## src/rtl/parking_occupancy_ctrl.sv

```systemverilog
// rtl/parking_occupancy_ctrl.sv - multi-gate A/B direction detect with saturating occupancy counter
// Optional sticky err output enabled by defining PARK_OCC_ERR_EN.
module parking_occupancy_ctrl #(
    parameter int NUM_GATES = 2,
    parameter int COUNT_W   = 8,
    parameter int CAPACITY  = 200,
    parameter int TIMEOUT   = 1000,
    parameter int TO_W      = 10
) (
    input  logic                 clk,
    input  logic                 reset,
    input  logic [NUM_GATES-1:0] sens_a,
    input  logic [NUM_GATES-1:0] sens_b,
    output logic [COUNT_W-1:0]   count,
    output logic                 full,
    output logic                 empty,
    output logic [NUM_GATES-1:0] enter_pulse,
    output logic [NUM_GATES-1:0] exit_pulse
`ifdef PARK_OCC_ERR_EN
    ,
    output logic                 err
`endif
);
    localparam int PW = $clog2(NUM_GATES + 1);
    localparam int SW = COUNT_W + PW + 1;

    typedef enum logic [2:0] {IDLE, ARM_IN, IN_B, ARM_OUT, OUT_A} state_t;

    state_t               state  [NUM_GATES];
    logic [TO_W-1:0]      to_cnt [NUM_GATES];
    logic [NUM_GATES-1:0] a_q, b_q, a_d, b_d, a_rise, b_rise;

    always_ff @(posedge clk or negedge reset) begin
        if (!reset) begin
            a_q <= '0;
            b_q <= '0;
            a_d <= '0;
            b_d <= '0;
        end else begin
            a_q <= sens_a;
            b_q <= sens_b;
            a_d <= a_q;
            b_d <= b_q;
        end
    end

    assign a_rise = a_q & ~a_d;
    assign b_rise = b_q & ~b_d;

    // Simultaneous rises fail both IDLE tests because the other sensor is already high.
    always_ff @(posedge clk or negedge reset) begin
        if (!reset) begin
            enter_pulse <= '0;
            exit_pulse  <= '0;
            for (int g = 0; g < NUM_GATES; g++) begin
                state[g]  <= IDLE;
                to_cnt[g] <= '0;
            end
        end else begin
            for (int g = 0; g < NUM_GATES; g++) begin
                enter_pulse[g] <= 1'b0;
                exit_pulse[g]  <= 1'b0;
                case (state[g])
                    IDLE: begin
                        if (a_rise[g] && !b_q[g]) begin
                            state[g]  <= ARM_IN;
                            to_cnt[g] <= '0;
                        end else if (b_rise[g] && !a_q[g]) begin
                            state[g]  <= ARM_OUT;
                            to_cnt[g] <= '0;
                        end
                    end
                    ARM_IN: begin
                        if (b_q[g]) begin
                            state[g] <= IN_B;
                        end else if (to_cnt[g] == TO_W'(TIMEOUT - 1)) begin
                            state[g] <= IDLE;
                        end else begin
                            to_cnt[g] <= to_cnt[g] + 1'b1;
                        end
                    end
                    IN_B: begin
                        if (!b_q[g] && !a_q[g]) begin
                            enter_pulse[g] <= 1'b1;
                            state[g]       <= IDLE;
                        end
                    end
                    ARM_OUT: begin
                        if (a_q[g]) begin
                            state[g] <= OUT_A;
                        end else if (to_cnt[g] == TO_W'(TIMEOUT - 1)) begin
                            state[g] <= IDLE;
                        end else begin
                            to_cnt[g] <= to_cnt[g] + 1'b1;
                        end
                    end
                    OUT_A: begin
                        if (!a_q[g] && !b_q[g]) begin
                            exit_pulse[g] <= 1'b1;
                            state[g]      <= IDLE;
                        end
                    end
                    default: state[g] <= IDLE;
                endcase
            end
        end
    end

    logic [PW-1:0]      n_in, n_out;
    logic [SW-1:0]      total, diff;
    logic [COUNT_W-1:0] cnt_nxt;
`ifdef PARK_OCC_ERR_EN
    logic               drop;
`endif

    // Net delta is applied first, then the result is clamped, so an entry and exit cancel.
    always_comb begin
        n_in  = '0;
        n_out = '0;
        for (int g = 0; g < NUM_GATES; g++) begin
            n_in  = n_in + PW'(enter_pulse[g]);
            n_out = n_out + PW'(exit_pulse[g]);
        end
        total = SW'(count) + SW'(n_in);
        diff  = total - SW'(n_out);
        if (total < SW'(n_out)) begin
            cnt_nxt = '0;
        end else if (diff > SW'(CAPACITY)) begin
            cnt_nxt = COUNT_W'(CAPACITY);
        end else begin
            cnt_nxt = diff[COUNT_W-1:0];
        end
`ifdef PARK_OCC_ERR_EN
        drop = (total < SW'(n_out)) || (diff > SW'(CAPACITY));
`endif
    end

    always_ff @(posedge clk or negedge reset) begin
        if (!reset) begin
            count <= '0;
        end else begin
            count <= cnt_nxt;
        end
    end

`ifdef PARK_OCC_ERR_EN
    always_ff @(posedge clk or negedge reset) begin
        if (!reset) begin
            err <= 1'b0;
        end else if (drop) begin
            err <= 1'b1;
        end
    end
`endif

    assign full  = (count == COUNT_W'(CAPACITY));
    assign empty = (count == '0);

endmodule

```

## config.mk

```make
export PLATFORM = sky130hd
export DESIGN_NAME = parking_occupancy_ctrl
export DESIGN_NICKNAME = d
export VERILOG_FILES = /design/src/rtl/parking_occupancy_ctrl.sv
export SDC_FILE = /design/constraint.sdc
export NUM_CORES = 1
export LEC_CHECK = 0
export ABC_CLOCK_PERIOD_IN_PS = 7500
export BUFFER_PORTS_ARGS = -buffer_cell sky130_fd_sc_hd__buf_2
export CAP_MARGIN = 20
export CORE_AREA = 2 2 49 96
export CTS_BUF_LIST = sky130_fd_sc_hd__clkbuf_8
export CTS_CLUSTER_SIZE = 28
export DETAILED_ROUTE_END_ITERATION = 8
export DIE_AREA = 0 0 51 98
export GPL_TIMING_DRIVEN = 0
export PLACE_DENSITY = 0.83
export SLEW_MARGIN = 20
export SYNTH_ARGS = -nofsm -noshare
export SYNTH_HDL_FRONTEND = slang
export SYNTH_SLANG_ARGS = --single-unit
```

## constraint.sdc

```tcl
create_clock -name clk -period 7.5 [get_ports clk]
set_clock_uncertainty 0.1 [all_clocks]
set_input_delay 0.75 -clock clk [delete_from_list [all_inputs] [get_ports clk]]
set_output_delay 0.75 -clock clk [all_outputs]
set_load 0.005 [all_outputs]
```

Yosys cells after proc, flatten, opt, wreduce, memory -nomap -nowiden --
Index checks and enable logic that the tools add are counted.
Word-level totals: flip-flop bits (word level) 46, bits in latches 0, RAM bits 0, bits in read-only memories 0, memories 0
Cells by class: $add $sub $neg 6, $mul 0, divide/modulo/power cells 0, $lt $le $gt $ge 2, equal/unequal tests 19, shift operators 0, multiplexer cells 34, bitwise logic cells 4, reductions and logical operators 21
Operators with widths (count):
- 2-to-1 mux 10 bit | 10
- one-hot mux 10 bit (3 select lines) | 2
- 2-to-1 mux 3 bit | 12
- one-hot mux 3 bit (4 select lines) | 2
- adder 10 x 1 -> 10 bit (second input constant) | 2
- equality test 10 bit (second input constant) | 2
- 2-to-1 mux 8 bit | 2
- equality test 3 x 2 -> 1 bit (second input constant) | 4
- greater-than comparator 11 x 8 -> 1 bit (second input constant) | 1
- subtractor 9 x 2 -> 10 bit | 1
- adder 8 x 2 -> 9 bit | 1
- less-than comparator 9 x 2 -> 1 bit | 1
- equality test 8 bit (second input constant) | 1
- logical NOT 8 bit | 1
- != test 2 bit (second input constant) | 4
- AND reduction 4 bit | 2
- equality test 3 x 1 -> 1 bit (second input constant) | 2
- equality test 3 bit (second input constant) | 2
- logical AND 1 bit | 6
- logical NOT 3 bit | 2
- 2-to-1 mux 1 bit | 6
- != test 3 bit (second input constant) | 2
- nonzero test 3 bit | 2
- adder 1 x 1 -> 2 bit | 2
- 6 further kinds | 14

Depth between registers and ports, before layout --
depth in word-level cells 6, mapped depth 11, depth with buffers taken out 11

Worst setup path after synthesis --
OpenSTA, ideal clock, no wires.
path type reg-to-reg, from register count[0], to register count[7], library setup time 124 ps, arrival time 2946 ps, slack 4330 ps, cell stages (with the launch flop) 12, buffers on the path 0, cell sequence dfrtp_1 > inv_1 > fa_1 > inv_1 > ha_1 > fa_1 > or4_4 > o31ai_4 > and3_4 > nand2_1 > a22o_1 > a211o_1
On the way: longest elaborated chain between the ends 5
RTL lines:
- start: declaration | line 14 | output logic [COUNT_W-1:0] count,
- start signal: assignment | line 142 | count <= cnt_nxt;
- adder 8 x 2 -> 9 bit (*) | line 124 | total = SW'(count) + SW'(n_in);
- subtractor 9 x 2 -> 10 bit | line 125 | diff = total - SW'(n_out);
- greater-than comparator 11 x 8 -> 1 bit | line 128 | end else if (diff > SW'(CAPACITY)) begin
- 2-to-1 mux 8 bit | line 128
- 2-to-1 mux 8 bit (*) | line 126 | if (total < SW'(n_out)) begin
- named net cnt_nxt[7] | line 111 | logic [COUNT_W-1:0] cnt_nxt;
The timed path passes the listed nets; every way through them passes the cells marked *. A chain may end at the register's enable or synchronous reset.

Worst setup path in the final report --
from register count[0], to register count[4]
Same word-level chain as after synthesis.

==> metrics.txt <==
# rows 34; Filler Cells Inserted 359; Slew Limit Headroom 38.9%; Fin. Hold Viols 0; Reg2Reg Capture Point count[4]$_DFF_PN0_; placement-stage cell area 0.00288 mm^2; Worst Hold Launch a_q[0]$_DFF_PN0_; height of the chip 98 um; die area roughly 0.005 mm^2; initial detailed-routing violation count 32; Antenna Nets Post-Route 0; Post-CTS Setup Bufs 0; CTS buffer count 5; Tmin final roughly 3.4 ns; NumNets Final 331; crit share post-route around 46%; CTS root buf clkbuf_8; share of async-settable or async-resettable flops after synthesis 100%; CP required 7.57 ns; biggest area consumer among synthesized cells dfrtp_1; H-Tree Depth 2; hold endpoint a_d[0]$_DFF_PN0_; largest net degree at the start of global routing 47; ys flop type dfrtp_1; vias in the first global route about 2200; maxcap violations 0; arrival time at the worst endpoint approximately 3.5 ns; post-DR wirelength/cell about 15 um; Sink Count between 40 and 50; Synth area leaders dfrtp_1 42%, nor2_1 4.7%, nand2_1 3.6%; Worst Tran Pin Value 0.908 ns; Die Wd 51 um; IO buf count 19; VDD IR max roughly 230 uV; peak fanout along the critical path 6; reg2reg path depth 11; EDFF count, synth 0; Cell Pwr Density 323 mW/mm^2; core area 0.00430 mm^2; Hold Path Class register to register; total grt overflow 0; post-synth cell types 57; TritonCTS clock tree built; Bufs on Longest Clock Path 2; routed wire length 5420 um; initial antenna violation count 0; hold_buf cts 0; worst r2r src count[0]$_DFF_PN0_; layout cell share with drive strength beyond 1 between 10% and 20%; Syn-to-layout area delta 10.1%; Initial Utilization 63.2%; Final Total Pwr ~970 uW; Tot GR Track Use 24.4%; CP Class register to register; sequential-to-total area share from yosys stat 42.4%; DRC Markers 0; # IOs 20; DRT Pass-1 Iters 4; dpl hpwl 4090 um; Sum Neg Setup Slack 0 ns; setup violators final 0; final core occ a little over two thirds; final instance area 0.00299 mm^2; Clock transition at path regs 0.09 ns; Avg Cell Area, Syn 9.33 um^2; Fmax just under 300 MHz; Yosys Warn Count 0; synthesized flop and latch total 46; Placer Congestion 0.823; status finished, final reports clean; R2R Setup Slk approximately 4.1 ns; Setup crit end kind register; first-pass GRT wire length ~9400 um; # diodes 0; Leakage about 0.0013 uW; Syn Inst Count roughly 290; post-synth net total 305; Yosys top cell area share 42.4%; worst-skew pair later-pin latency 0.30 ns; vias post-DR around 2200; hold depth 0; RSZ-0062 raised after global routing false; Cell Area, Synth 0.00272 mm^2; max-slew violations 0; CP startpoint kind register; Post-CTS Resized 0; vias per cell 5.82
[flip-flops by register name, summed over array words and instances, names as in the netlist]
| register | flops |
|---|---|
| a_q | 2 |
| exit_pulse | 2 |
| to_cnt | 20 |
| enter_pulse | 2 |
| b_d | 2 |
| state | 6 |
| b_q | 2 |
| count | 8 |
| a_d | 2 |
[stage by stage]
step,cells,setup WS [ns],hold slack (ns)
2_1_floorplan,291,4.33,0.252
3_3_place_gp,364,4.14,0.256
3_5_place_dp,364,4.06,0.269
4_1_cts,372,4.06,0.293
5_1_grt,372,3.91,0.306
6_report,372,4.07,0.292
[cell usage after synthesis (3+ instances only)]
library cell	number
ha_1	6
nor2_1	34
nand2b_1	12
nand3_1	14
o21ai_0	16
nand4_1	6
inv_1	12
clkbuf_1	3
xor2_1	10
xnor2_1	10
a21oi_1	16
nand2_1	26
or3_1	3
and3_1	3
nor3_1	9
nor4_1	6
buf_6	3
dfrtp_1	46
nor3b_1	4
and2_1	3
buf_4	3
[critical path, stage by stage, from the launching register on]
cell and delay [ns]:
dfrtp_1 0.37, inv_1 0.07, fa_1 0.47, inv_1 0.08, ha_1 0.26, fa_1 0.55
or4_4 0.46, o31ai_4 0.11, and3_4 0.28, nand4_1 0.11, a21oi_2 0.35, nor2_1 0.11
[cell families after synthesis]
family,count (synthesis),synth area share (%)
buffers and inverters,23,4.47
AO/OA/AOI/OAI,55,14.0
adder cells (fa/ha/maj),8,4.24
XOR/XNOR,21,7.05
flip-flops,46,42.4
multiplexers,1,0.415
AND/OR/NAND/NOR,137,27.5
[how the worst max path moves through the flow]
stage / startpoint / to / slack (ns) / depth (start not counted)
floorplan: count[0]$_DFF_PN0_ / count[7]$_DFF_PN0_ / 4.33 / 11
global placement: count[0]$_DFF_PN0_ / count[7]$_DFF_PN0_ / 4.14 / 10
detailed placement: count[0]$_DFF_PN0_ / count[7]$_DFF_PN0_ / 4.06 / 10
CTS: count[0]$_DFF_PN0_ / count[7]$_DFF_PN0_ / 4.06 / 10
global route: count[0]$_DFF_PN0_ / count[2]$_DFF_PN0_ / 3.91 / 11
finish: count[0]$_DFF_PN0_ / count[4]$_DFF_PN0_ / 4.07 / 11
[cells in the final DEF (no fill, tap or decap), types with 2 or more instances in the layout]
master and count:
nand2b_1 12, buf_2 18, dfrtp_1 46, ha_1 6
or2_2 2, inv_1 13, buf_4 4, and3_1 3
o31ai_1 2, and2_1 3, nor4_1 6, nand4_1 6
xor2_1 10, nor3b_1 4, nand4b_1 2, a22o_1 2
buf_6 3, a211oi_1 2, a21oi_1 16, nor2_1 34
o22ai_1 2, clkbuf_8 5, o211ai_1 2, nor3_1 9
a31oi_1 2, or3_1 3, o21ai_0 16, clkbuf_1 3
xnor2_1 10, fa_1 2, nand3_1 14, nor2b_1 2
nand2_1 26
[where the power goes]
group	total (uW)	internal, uW	switching, uW
Combinational	435	185	250
Sequential	354	295	58.3
Clock	178	98.0	80.4
[final cells by class]
class	instances	area, um^2	area share [%]
buffer	10	71.3	2.38
clock buffer	5	68.8	2.30
clock inverter	3	41.3	1.38
inverter	13	50.0	1.67
multi-input combinational	222	1440	48.2
sequential	46	1150	38.5
tap	54	67.6	2.26
timing repair buffer	19	97.6	3.26
[routing by layer]
metal  global-route usage, %  part of all wire, %
met4                    11.2                  3.2
met1                    26.6                   38
met2                    44.7                   56
met5                       0                    0
met3                    3.21                  2.6
Note: power is estimated with default switching activity, not from simulation.
